## config.mk

```make
export PLATFORM = sky130hd
export DESIGN_NAME = fir_seq_mac_flat
export DESIGN_NICKNAME = d
export VERILOG_FILES = /design/src/rtl/fir_seq_mac_if.sv /design/src/rtl/fir_seq_mac.sv /design/src/flat_wrapper.sv
export SDC_FILE = /design/constraint.sdc
export NUM_CORES = 1
export LEC_CHECK = 0
export CAP_MARGIN = 10
export CELL_PAD_IN_SITES_DETAIL_PLACEMENT = 1
export CELL_PAD_IN_SITES_GLOBAL_PLACEMENT = 2
export CORE_AREA = 2 2 212 214
export DETAILED_ROUTE_END_ITERATION = 10
export DIE_AREA = 0 0 214 216
export GPL_TIMING_DRIVEN = 1
export PLACE_DENSITY = 0.51
export SETUP_SLACK_MARGIN = 0.3
export SLEW_MARGIN = 10
export SYNTH_ARGS = -nofsm -noshare
export SYNTH_HDL_FRONTEND = slang
export SYNTH_SLANG_ARGS = --single-unit
```

## constraint.sdc

```tcl
create_clock -name clk -period 3.2 [get_ports clk]
set_clock_uncertainty 0.1 [all_clocks]
set_input_delay 0.64 -clock clk [delete_from_list [all_inputs] [get_ports clk]]
set_output_delay 0.64 -clock clk [all_outputs]
set_load 0.01 [all_outputs]
```

## src/rtl/fir_seq_mac_if.sv

```systemverilog
// Sequencing stream from the sample queue into the FIR engine, plus its result port.
interface fir_seq_mac_if;
  localparam int unsigned SMPL_W = 16;

  logic                     sequencing;
  logic signed [SMPL_W-1:0] smpl_in;
  logic signed [SMPL_W-1:0] smpl_out;
  logic                     valid;
  logic                     seq_err;

  // Queue side drives the burst and watches the result.
  modport master (
    output sequencing,
    output smpl_in,
    input  smpl_out,
    input  valid,
    input  seq_err
  );

  // FIR engine side.
  modport slave (
    input  sequencing,
    input  smpl_in,
    output smpl_out,
    output valid,
    output seq_err
  );
endinterface

```

## src/rtl/fir_seq_mac.sv

```systemverilog
// Serial FIR engine: one tap-weighted MAC per burst sample, one saturated result per burst.
// Coefficient ROM image is the COEFF_INIT vector, tap i at bits [16*i +: 16], Q1.15.
module fir_seq_mac #(
  parameter int unsigned            NUM_TAPS   = 1021,
  parameter int unsigned            ACC_W      = 42,
  parameter logic [NUM_TAPS*16-1:0] COEFF_INIT = '0
) (
  input logic          clk,
  input logic          rst_n,
  fir_seq_mac_if.slave bus
);
  localparam int unsigned SMPL_W = 16;
  localparam int unsigned PROD_W = 2 * SMPL_W;
  localparam int unsigned FRAC_W = 15;
  localparam int unsigned SH_W   = ACC_W - FRAC_W;
  localparam int unsigned CNT_W  = $clog2(NUM_TAPS + 1);
  localparam int unsigned IDX_W  = $clog2(NUM_TAPS * SMPL_W);
  localparam logic [CNT_W-1:0] LAST = CNT_W'(NUM_TAPS);

  typedef enum logic [1:0] {IDLE, ACCUM, DRAIN, OUTPUT} state_t;

  state_t                   state_q, state_d;
  logic [CNT_W-1:0]         cnt_q;
  logic                     armed_q;
  logic                     err_q;
  logic signed [SMPL_W-1:0] s1_q, c1_q;
  logic signed [PROD_W-1:0] p2_q;
  logic signed [ACC_W-1:0]  acc_q;

  logic                     start_c, take_c, drop_c, emit_c;
  logic [CNT_W-1:0]         addr_c;
  logic [IDX_W-1:0]         rom_idx_c;
  logic signed [SMPL_W-1:0] rom_c;
  logic signed [SH_W-1:0]   sh_c;
  logic signed [SMPL_W-1:0] sat_c;

  // State register.
  always_ff @(posedge clk or negedge rst_n) begin
    if (!rst_n) state_q <= IDLE;
    else        state_q <= state_d;
  end

  // Next-state logic; a burst only opens once sequencing has been seen low in IDLE.
  always_comb begin
    state_d = state_q;
    case (state_q)
      IDLE:    if (bus.sequencing && armed_q) state_d = ACCUM;
      ACCUM:   if (!bus.sequencing) state_d = DRAIN;
      DRAIN:   state_d = OUTPUT;
      OUTPUT:  state_d = IDLE;
      default: state_d = IDLE;
    endcase
  end

  // FSM decode: start/take a sample, drop a sample, emit the result.
  always_comb begin
    start_c = 1'b0;
    take_c  = 1'b0;
    drop_c  = 1'b0;
    emit_c  = 1'b0;
    case (state_q)
      IDLE: begin
        start_c = bus.sequencing && armed_q;
        take_c  = bus.sequencing && armed_q;
      end
      ACCUM:   take_c = bus.sequencing;
      DRAIN:   drop_c = bus.sequencing;
      OUTPUT: begin
        drop_c = bus.sequencing;
        emit_c = 1'b1;
      end
      default: ;
    endcase
  end

  // Arm for a new burst after a low sequencing cycle observed while idle.
  always_ff @(posedge clk or negedge rst_n) begin
    if (!rst_n) armed_q <= 1'b0;
    else        armed_q <= (state_q == IDLE) && !bus.sequencing;
  end

  // Tap counter (saturating at NUM_TAPS) and sticky burst error.
  always_ff @(posedge clk or negedge rst_n) begin
    if (!rst_n) begin
      cnt_q <= '0;
      err_q <= 1'b0;
    end else if (start_c) begin
      cnt_q <= CNT_W'(1);
      err_q <= 1'b0;
    end else begin
      if (take_c && (cnt_q != LAST)) cnt_q <= cnt_q + CNT_W'(1);
      if ((take_c && (cnt_q == LAST)) || drop_c) err_q <= 1'b1;
    end
  end

  // ROM address and lookup; taps past the end read as zero.
  always_comb begin
    addr_c    = start_c ? '0 : cnt_q;
    rom_idx_c = IDX_W'(addr_c) * IDX_W'(SMPL_W);
    rom_c     = '0;
    if (take_c && (addr_c != LAST)) rom_c = COEFF_INIT[rom_idx_c +: SMPL_W];
  end

  // Three-stage MAC pipeline; idle slots carry zeros so smpl_in is never observed.
  always_ff @(posedge clk or negedge rst_n) begin
    if (!rst_n) begin
      s1_q  <= '0;
      c1_q  <= '0;
      p2_q  <= '0;
      acc_q <= '0;
    end else begin
      s1_q  <= take_c ? bus.smpl_in : '0;
      c1_q  <= rom_c;
      p2_q  <= PROD_W'(s1_q) * PROD_W'(c1_q);
      acc_q <= start_c ? '0 : acc_q + ACC_W'(p2_q);
    end
  end

  // Q1.15 rescale by arithmetic shift, then saturate to 16 bits.
  always_comb begin
    sh_c = SH_W'(acc_q >>> FRAC_W);
    if (!sh_c[SH_W-1] && (|sh_c[SH_W-2:SMPL_W-1]))      sat_c = 16'sh7FFF;
    else if (sh_c[SH_W-1] && !(&sh_c[SH_W-2:SMPL_W-1])) sat_c = 16'sh8000;
    else                                                 sat_c = sh_c[SMPL_W-1:0];
  end

  // Result registers: sample held between bursts, valid is a single-cycle pulse.
  always_ff @(posedge clk or negedge rst_n) begin
    if (!rst_n) begin
      bus.smpl_out <= '0;
      bus.valid    <= 1'b0;
      bus.seq_err  <= 1'b0;
    end else begin
      bus.valid <= emit_c;
      if (emit_c) begin
        bus.smpl_out <= sat_c;
        bus.seq_err  <= err_q || drop_c || (cnt_q != LAST);
      end
    end
  end
endmodule

```

## src/flat_wrapper.sv

```systemverilog
// flat-port wrapper written by rule: the top's interface ports become plain ports
module fir_seq_mac_flat 
#(
  parameter int unsigned            NUM_TAPS   = 1021,
  parameter int unsigned            ACC_W      = 42,
  parameter logic [NUM_TAPS*16-1:0] COEFF_INIT = '0
)
  (clk, rst_n, bus_sequencing, bus_smpl_in, bus_smpl_out, bus_valid, bus_seq_err);
  fir_seq_mac_if bus_i ();
  input logic clk;
  input logic rst_n;
  input wire logic [$bits(bus_i.sequencing)-1:0] bus_sequencing;
  input wire logic [$bits(bus_i.smpl_in)-1:0] bus_smpl_in;
  output wire logic [$bits(bus_i.smpl_out)-1:0] bus_smpl_out;
  output wire logic [$bits(bus_i.valid)-1:0] bus_valid;
  output wire logic [$bits(bus_i.seq_err)-1:0] bus_seq_err;
  assign bus_i.sequencing = bus_sequencing;
  assign bus_i.smpl_in = bus_smpl_in;
  assign bus_smpl_out = bus_i.smpl_out;
  assign bus_valid = bus_i.valid;
  assign bus_seq_err = bus_i.seq_err;
  fir_seq_mac #(.NUM_TAPS(NUM_TAPS), .ACC_W(ACC_W), .COEFF_INIT(COEFF_INIT)) u_core (.clk(clk), .rst_n(rst_n), .bus(bus_i));
endmodule
```

Yosys cells after proc, flatten, opt, wreduce, memory -nomap -nowiden
Index checks and enable logic that the tools add are counted.

Add/sub/neg operators: 2. Multipliers: 1. Equality and inequality tests: 8. Shifts and indexed selects: 1. Muxes and demuxes: 17. Reductions and logical operators: 20.

Operator list (count): $shiftx 16336x15->16 const A (1); $mux 16 (4); $add 42x42->42 (1); $mux 42 (1); $mul 16x16->32 (1); $mux 10 (3); $ne 10x10->1 const B (2); $reduce_and 11->1 (1); $reduce_or 11->1 (1); $add 10x1->10 const B (1); $eq 10x10->1 const B (1); $pmux 2 s4 (1); $logic_and 1x1->1 (7); $mux 1 (5); $eq 2x2->1 const B (2); $mux 2 (2); $reduce_bool 2->1 (2); $logic_not 1->1 (3); $logic_or 1x1->1 (3); $eq 2x1->1 const B (1); $logic_not 2->1 (1); $ne 2x1->1 const B (1); $ne 2x2->1 const B (1); $pmux 1 s2 (1); other kinds (2) (2).

Register bits after elaboration: 138. Word-level logic and storage cells: 60.

Logic depth before layout (Yosys ltp)
Gate-level depths: netlist of the first run.

Depth after elaboration: 6. Gate-level depth with buffers: 22. Depth with buffers taken out: 21.

Worst setup path before layout of the first run
Ideal clock, no wire load.

Path kind: register to register. Start: reg u_core.acc_q[2]. End: reg u_core.acc_q[37]. Data arrival time: 2.612 ns. Required time: 2.964 ns. Path slack: 0.352 ns. Stages on the path, launching flop included: 10. Path through: dfrtp_1 > ha_1 > a21oi_2 > a2bb2oi_1 > or3_1 > a2111o_1 > a2111o_1 > a21boi_0 > o21a_1 > nor3_1.

Longest elaborated chain between the ends: 2.

Ends and longest elaborated chain: from (decl) (RTL line fir_seq_mac.sv:28) `logic signed [ACC_W-1:0] acc_q;`; from (signal assigned) (RTL line fir_seq_mac.sv:115) `acc_q <= start_c ? '0 : acc_q + ACC_W'(p2_q);`; $add 42x42->42 (RTL line fir_seq_mac.sv:115); $mux 42 (RTL line fir_seq_mac.sv:115).

Every way passes these cells. A chain may end at the register's enable or synchronous reset.

Worst setup path after layout of the first run
Start: reg u_core.p2_q[4]. End: reg u_core.acc_q[40].

Longest elaborated chain between the ends: 2.

Ends and longest elaborated chain: from (decl) (RTL line fir_seq_mac.sv:27) `logic signed [PROD_W-1:0] p2_q;`; from (signal assigned) (RTL line fir_seq_mac.sv:114) `p2_q <= PROD_W'(s1_q) * PROD_W'(c1_q);`; $add 42x42->42 (RTL line fir_seq_mac.sv:115); $mux 42 (RTL line fir_seq_mac.sv:115).

Every way passes these cells.

==> impl_metrics.env, run 1 <==
export IMPL_hold_viol=0
export IMPL_initial_core_util_pct=24.8
export IMPL_yosysSeqAreaShare_pct=23.9
export IMPL_critPathBufInv=0
export IMPL_die_h_um=216
export IMPL_die_area_mm2=0.0462
export IMPL_max_stage_delay_ns=0.56
export IMPL_clkSinkCount=104
export IMPL_fin_util_pct=29.7
export IMPL_numPortBuffers=20
export IMPL_synthTopCellsByArea="dfrtp_1 (24%), fa_1 (21%), ha_1 (17%)"
export IMPL_crit_start="u_core.p2_q[4]"
export IMPL_cts_buffers=9
export IMPL_arrival_ns=3.07
export IMPL_async_flop_share_pct=100
export IMPL_syn_avg_cell_area_um2=9.48
export IMPL_ys_flop_type="dfrtp_1"
export IMPL_htree_levels=3
export IMPL_vias=8035
export IMPL_drive_gt1_share_pct=6.32
export IMPL_rsz0062_at_grt="true"
export IMPL_tightestPinTransition_ns=0.706
export IMPL_tritoncts="yes"
export IMPL_status="complete, no violations"
export IMPL_synth_edf_count=0
export IMPL_crit_family="compound AO/OA/AOI/OAI gates"
export IMPL_synthCells=1147
export IMPL_finalNetCount=1621
export IMPL_pre_cts_slack_ns=-0.0243
export IMPL_pin_count=37
export IMPL_crit_chain="ha_4, a21o_1, a2bb2oi_2, or3_4, a2111o_1, a2111o_2, a21oi_4, o31ai_2, mux2i_1"
export IMPL_crit_path_end_kind="flop"
export IMPL_r2r_start="u_core.p2_q[4]"
export IMPL_fmax_mhz=342
export IMPL_hpwl_um=20800
export IMPL_synth_most_common_cell="inv_1"
export IMPL_drc=0
export IMPL_crit_path_max_fanout=5
export IMPL_grt_pass1_wl_um=43700
export IMPL_fp_coreArea_mm2=0.0438
export IMPL_area_growth_pct=19.7
export IMPL_min_period_ns=2.93
export IMPL_fin_cells=1938
export IMPL_required_ns=3.34
export IMPL_vias_per_cell=4.15
export IMPL_gp_congestion=0.759
export IMPL_drt_total_wl_um=25000
export IMPL_cp_slowest_cell="a2111o_2"
export IMPL_synth_top_area_share_pct=23.9
export IMPL_hp_class="in -> async"
export IMPL_synth_seq_cells=104
export IMPL_place_inst=1918
export IMPL_postCtsHoldBufs=0
export IMPL_clkTransAtPathRegs_ns=0.07
export IMPL_ctsLongestPathBuffers=2
export IMPL_finalMaxSlewViolations=0
export IMPL_grt_max_degree=57
export IMPL_overflow=0
export IMPL_slew_headroom_pct=52.8
export IMPL_ys_types=62
export IMPL_diodes=0
export IMPL_die_w_um=214
export IMPL_wl_per_cell_um=12.9
export IMPL_setup_viol=0
export IMPL_start_kind="flop"
export IMPL_cts_root_buf="clkbuf_16"
export IMPL_yosysTopAreaCell="dfrtp_1"
export IMPL_antenna_found_initial=0
export IMPL_n_fill_cell=5149
export IMPL_rows=77
export IMPL_grt_pass1_vias=8743
export IMPL_crit_type="reg -> reg"
export IMPL_firstDrtPassIters=4
export IMPL_min_period_over_period_pct=91.4
export IMPL_cap_violations=0
export IMPL_netlist_area_mm2=0.0109
export IMPL_ant_nets=0
export IMPL_ys_warn_count=0
export IMPL_grt_use_total_pct=11.5
export IMPL_netlist_top_cells_count="inv_1 (211), ha_1 (147), fa_1 (113)"
export IMPL_setup_ws_ns=0.275
export IMPL_insertion_delay_ns=0.36
export IMPL_drtIter0Drc=208
[cells by family after synthesis]
kind of cell / Yosys count / synth area share [%]
other: 2 / 0.0690
XOR/XNOR: 62 / 4.99
buffers and inverters: 240 / 8.28
multiplexers: 3 / 0.288
AO/OA/AOI/OAI: 229 / 13.9
adder cells (fa/ha/maj): 260 / 37.7
AND/OR/NAND/NOR: 247 / 10.8
flip-flops: 104 / 23.9
[timing repair]
item | 4_1_cts | 5_1_grt
buffers inserted | 2 | 3
resized for setup | 19 | 18
setup endpoints to repair | 16 | 14
pin swaps | 12 | 7
hold endpoints to repair | 0 | 0
[per-stage QoR]
step	area (µm²)	hold slack, ns	TNS (ns)
6_report	13000	0.0303	0
5_1_grt	13000	0.0327	0
4_1_cts	12900	0.0165	0
3_5_place_dp	12500	0.390	-0.0243
3_3_place_gp	12500	0.385	-0.00357
2_1_floorplan	11500	0.244	0
[layout make-up]
type                    instances  area [µm²]  area share (%)
well taps                     592         741            5.69
clock inverters                 4        53.8           0.413
inverters                     211         792            6.08
flip-flops and latches        104        2600            20.0
clock buffers                  11         243            1.86
repair buffers                 47         413            3.17
multi-input cells             969        8180            62.8
[routing by layer]
metal | up-vias | part of all wire, % | global-route usage [%]
met5 | - | 0 | 0
met4 | 0 | 1.1 | 2.77
met3 | 15 | 1.1 | 1.16
met2 | 28 | 47 | 19.3
met1 | 3984 | 51 | 16.0
li1 | 4008 | - | -
[cell usage in the layout (no fill, tap or decap), types with 5 or more instances in the layout]
cell type and count:
a211oi_1 12, a21o_1 32, a21oi_1 53, a21oi_2 5
a31oi_1 10, and3_1 10, buf_4 27, clkbuf_16 9
clkdlybuf4s50_1 19, conb_1 168, dfrtp_1 104, fa_1 113
ha_1 141, ha_4 5, inv_1 211, nand2_1 46
nand3_1 16, nand4_1 16, nor2_1 90, nor2b_1 15
nor3_1 20, o211ai_1 7, o21a_1 12, o21ai_0 31
o21bai_1 5, o22ai_1 16, o31ai_1 6, or2_2 5
xnor2_1 35, xor2_1 27
[worst paths after layout]
path	slack, ns	cells past startpoint	end
min	0.03	1	u_core.acc_q[37]
min reg2reg	0.40	2	u_core.err_q
max reg2reg	0.27	9	u_core.acc_q[40]
max in group asynchronous	2.25	2	u_core.p2_q[14]
min in group clk	0.40	2	u_core.err_q
max	0.27	9	u_core.acc_q[40]
[sequential cells by signal, indices dropped and copies added, names as in the netlist]
name	cells
u_core.cnt_q	10
u_core.armed_q	1
u_core.acc_q	41
u_core.p2_q	31
u_core.bus.smpl_out	16
u_core.bus.seq_err	1
u_core.state_q	2
u_core.bus.valid	1
u_core.err_q	1
[worst reg2reg max path, cell delays in order, from the launching register on]
cell and delay (ns):
dfrtp_1 0.40, ha_4 0.30, a21o_1 0.16, a2bb2oi_2 0.07, or3_4 0.33, a2111o_1 0.43, a2111o_2 0.56, a21oi_4 0.24
o31ai_2 0.09, mux2i_1 0.12
Power of run 1 is not shown: default switching activity piles up to over one toggle a cycle in this logic, so the estimate is an artifact.
==> inputs of run 2 (changes only) <==
CTS_BUF_LIST = sky130_fd_sc_hd__clkbuf_4   (was unset)
==> run 2 against run 1 <==
Worst hold slack better by 0.37 ns. Global-route usage up 0.060 points. First-iteration DRC count rose by 13%. Utilization is 0.30 points lower. Cell count up 0.21%. Critical endpoint unchanged. Largest cell class unchanged. Highest routed layer unchanged.
==> impl_metrics.env, run 2 (synthesis gave the netlist of run 1 again) <==
export IMPL_die_h_um=216
export IMPL_firstDrtPassIters=4
export IMPL_cp_slowest_cell="a2111o_2"
export IMPL_critPathBufInv=0
export IMPL_ctsLongestPathBuffers=2
export IMPL_pin_count=37
export IMPL_crit_family="compound AO/OA/AOI/OAI gates"
export IMPL_antenna_found_initial=1
export IMPL_area_growth_pct=18.5
export IMPL_finalNetCount=1624
export IMPL_vias_per_cell=4.16
export IMPL_grt_pass1_vias=8782
export IMPL_slew_headroom_pct=53.1
export IMPL_final_cell_mix="inv_1 (211), conb_1 (168), ha_1 (141), fa_1 (113), dfrtp_1 (104)"
export IMPL_vias=8070
export IMPL_drtIter0Drc=236
export IMPL_min_period_ns=2.92
export IMPL_min_period_over_period_pct=91.3
export IMPL_numPortBuffers=20
export IMPL_clkTransAtPathRegs_ns=0.16
export IMPL_crit_type="reg -> reg"
export IMPL_fmax_mhz=342
export IMPL_hold_viol=0
export IMPL_rsz0062_at_grt="true"
export IMPL_max_stage_delay_ns=0.56
export IMPL_hp_class="in -> async"
export IMPL_cts_buffers=9
export IMPL_setup_ws_ns=0.280
export IMPL_ant_nets=0
export IMPL_cts_root_buf="clkbuf_4"
export IMPL_layout_commonest_cell="inv_1"
export IMPL_die_area_mm2=0.0462
export IMPL_crit_path_max_fanout=5
export IMPL_grt_use_total_pct=11.6
export IMPL_top_register="u_core.acc_q"
export IMPL_insertion_delay_ns=0.52
export IMPL_crit_chain="ha_4, a21o_1, a2bb2oi_2, or3_4, a2111o_1, a2111o_2, a21oi_4, o31ai_2, mux2i_1"
export IMPL_wl_per_cell_um=12.9
export IMPL_cap_violations=0
export IMPL_fp_coreArea_mm2=0.0438
export IMPL_start_kind="flop"
export IMPL_pre_cts_slack_ns=-0.0243
export IMPL_setup_viol=0
export IMPL_crit_path_end_kind="flop"
export IMPL_overflow=0
export IMPL_initial_core_util_pct=24.8
export IMPL_status="complete, no violations"
export IMPL_required_ns=3.52
export IMPL_gp_congestion=0.759
export IMPL_drc=0
export IMPL_drt_total_wl_um=25100
export IMPL_htree_levels=3
export IMPL_tightestPinTransition_ns=0.702
export IMPL_drive_gt1_share_pct=6.52
export IMPL_die_w_um=214
export IMPL_clkSinkCount=104
export IMPL_rows=77
export IMPL_arrival_ns=3.24
export IMPL_fin_setup_tns_ns=0
export IMPL_reg_top3="u_core.acc_q: 41 flops, u_core.p2_q: 31 flops, u_core.bus.smpl_out: 16 flops"
export IMPL_tritoncts="yes"
export IMPL_grt_pass1_wl_um=43800
export IMPL_grt_max_degree=57
export IMPL_largest_reg_flops=41
export IMPL_finalMaxSlewViolations=0
export IMPL_hpwl_um=20800
[run 2: through the flow]
stage / hold slack, ns / instances / area (µm²) / utilization [%]
finish: 0.401 / 1942 / 12900 / 29.4
global route: 0.384 / 1942 / 12900 / 29.4
CTS: 0.358 / 1937 / 12800 / 29.2
detailed placement: 0.390 / 1918 / 12500 / 28.5
global placement: 0.385 / 1918 / 12500 / 28.5
floorplan: 0.244 / 1313 / 11500 / -
[run 2: final cells by class]
| class | count | area, µm² |
|---|---|---|
| fill | 5167 | 30900 |
| timing repair buffer | 50 | 438 |
| multi-input combinational | 969 | 8180 |
| clock buffer | 10 | 75.1 |
| tap | 592 | 741 |
| clock inverter | 5 | 57.6 |
| inverter | 211 | 792 |
| antenna | 1 | 2.50 |
| sequential | 104 | 2600 |
[run 2: path summary, 6_finish.rpt]
check	start	to	slack, ns	depth (start not counted)
worst max register to register	u_core.p2_q[4]	u_core.acc_q[40]	0.28	9
worst max-delay path	u_core.p2_q[4]	u_core.acc_q[40]	0.28	9
worst min-delay path	rst_n	u_core.acc_q[37]	0.40	2
min in group clk	u_core.err_q	u_core.err_q	0.42	2
worst min register to register	u_core.err_q	u_core.err_q	0.42	2
max in group asynchronous	rst_n	u_core.p2_q[14]	1.87	3
[run 2: timing repair]
item / in CTS / in global routing
hold buffers: 1 / 0
gates resized for setup: 23 / 15
buffers inserted: 3 / 4
pin swaps: 10 / 5
hold endpoints to repair: 13 / 0
setup endpoints to repair: 18 / 15
gates cloned: 0 / 0
[run 2: per-layer routing]
layer  GRT usage [%]  up-vias  share of wire (%)
li1                -     4021                  -
met1            16.0     3998                 50
met2            19.4       35                 47
met3            1.01       16                1.1
met4            3.19        0                1.3
met5               0        -                  0
Power of run 2 is left out for the same reason.
==> inputs of run 3 (changes only) <==
SLEW_MARGIN = unset   (was 10)
==> results of run 3 <==
The final DEF is identical to that of run 2; final timing and power are the same.
Power of run 3 is left out for the same reason.
==> edit: new RTL, settings of run 3 <==
`NUM_TAPS` is set to 1021 in 2 places; all go to 510.
--- a/src/rtl/fir_seq_mac.sv
+++ b/src/rtl/fir_seq_mac.sv
@@ -2,5 +2,5 @@
 // Coefficient ROM image is the COEFF_INIT vector, tap i at bits [16*i +: 16], Q1.15.
 module fir_seq_mac #(
-  parameter int unsigned            NUM_TAPS   = 1021,
+  parameter int unsigned            NUM_TAPS   = 510,
   parameter int unsigned            ACC_W      = 42,
   parameter logic [NUM_TAPS*16-1:0] COEFF_INIT = '0
--- a/src/flat_wrapper.sv
+++ b/src/flat_wrapper.sv
@@ -2,5 +2,5 @@
 module fir_seq_mac_flat 
 #(
-  parameter int unsigned            NUM_TAPS   = 1021,
+  parameter int unsigned            NUM_TAPS   = 510,
   parameter int unsigned            ACC_W      = 42,
   parameter logic [NUM_TAPS*16-1:0] COEFF_INIT = '0
Check against the original RTL: no difference found for any inputs over 4 cycles, from zero or initial values and one cycle with rst_n low; that may be too few to reach the edited logic, so the function may still have changed.
==> edit against run 3 <==
Via count decreased by 6.1%; synthesized area down 4.8%; wire length shrank 5.5%; design area down 4.0%; sequential cell count is 1 lower; global-route usage shrank 0.59 points; setup slack improved by 0.13 ns; largest cell class unchanged; highest routed layer unchanged.
Power is left out: the tool's default activity adds up to more than one toggle a clock period on the data nets, which glitch-free logic cannot reach.
==> edit: results (changes against run 3) <==
initial antenna violation count=2 (+1); R2R Path End=u_core.acc_q[25]$_DFF_PN0_; layout net count=1565 (-3.6%); number of global-route vias before repair=8304 (-5.4%); placed cells=1880 (-2.0%); first-pass GRT wire length=41950 um (-4.2%); htree depth=3 (unchanged); root buffer cell=clkbuf_4; Synth Flop Type=dfrtp_1; fin crit share=87.25% (-4.0 points); top post-synthesis cells by count=202 x inv_1, 141 x ha_1, 103 x dfrtp_1; Worst Max-Slew Pin Slew=0.5750 ns (-0.1265 ns); Seq/Total Area, Yosys=24.89% (+0.97 points); crit-path leading delay family=compound AO/OA/AOI/OAI gates; Synth cell types=54 (-13%); cts bufs inserted=9 (unchanged); DP Area=12050 um^2 (-3.6%); Top Registers=u_core.acc_q (41), u_core.p2_q (31), u_core.bus.smpl_out (16); GR Layer Usage met1=14.82% (-1.1 points); drt total wl=23720 um (-5.5%); drt first-iter violations=224 (-5.1%); Placement Setup Slack=0.06450 ns (+0.08876 ns); Wirelength per Cell=12.48 um (-3.4%); GRT Total Usage=11.00% (-0.59 points); worst r2r path cells=10 (+1); synth top area cells=dfrtp_1 25%, fa_1 20%, ha_1 17%, inv_1 7.3%, a21oi_1 3.7%; Slowest cell on crit path=a31oi_2; drt pass-1 iters=4 (unchanged); I/O Buffers=20 (unchanged); outcome=finished, final reports clean; FFs w/ async S/R, synth=100.0% (unchanged); buffer count from post-CTS setup fixing=1 (-2); Post-Syn Instances=1095 (-4.5%); met2 GRT Util=18.94% (-0.51 points); Synth Warn #=0 (unchanged); clock latency on the worst-skew pair=between 0.5 and 0.6 ns; reg-to-reg slack, setup=0.41 ns (+0.13 ns); CP Data Arrival Time=3.06 ns (-0.18 ns); FF-to-FF Start=u_core.acc_q[9]$_DFF_PN0_; slowest stage delay, CP=0.44 ns (-0.12 ns); GRT met3 Usage=1.254% (+0.24 points); Filler cells=5215 (+0.93%); register clock-pin slew on the reported worst setup and hold paths=0.18 ns (+0.02 ns); critical path type=flop to flop; largest net degree at the start of global routing=104 (+82%); Hold Path Class=primary input to async pin; Top reg by flops=u_core.acc_q; post-cts sizing count=8 (-65%); Fin Hold WS=0.06664 ns (-0.3341 ns); met3 WL=334 um (+18%); layout cells sized above 1=5.283% (-1.2 points); met2 WL=10990 um (-7.3%); CP max FO=4 (-1); Via Count=7581 (-6.1%); DP HPWL=19710 um (-5.3%); GPL Wtd Cong=0.7251 (-4.5%); M1 WL=12150 um (-3.8%); Top Metal Used=met4
==> edit: cell count changes in the layout (fill, tap and decap cells not counted), sizes merged, moves of 9 or more <==
cell / before / now
inv: 212 / 203
nor2: 90 / 100
nor2b: 15 / 4
fa: 113 / 102
a21oi: 59 / 77
nor3: 21 / 9
==> edit: area by class of cell <==
type / instances / area (um^2) / area share [%]
Antenna cell: 2 / 5.005 / 0.04045
Clock buffer: 9 / 67.56 / 0.5461
Clock inverter: 5 / 107.6 / 0.8697
Inverter: 202 / 758.2 / 6.128
Multi-Input combinational cell: 940 / 7691 / 62.16
Sequential cell: 103 / 2577 / 20.83
Tap cell: 592 / 740.7 / 5.986
Timing Repair Buffer: 47 / 425.4 / 3.438
==> edit: cells by family after synthesis <==
group           Yosys count  synth area share [%]
fa+ha+maj               243                 36.76
compound gates          229                 14.32
simple gates            226                 9.897
buf+inv                 221                 8.012
flops                   103                 24.89
xor+xnor                 69                 5.837
other cells               2               0.07253
mux                       2                0.2054
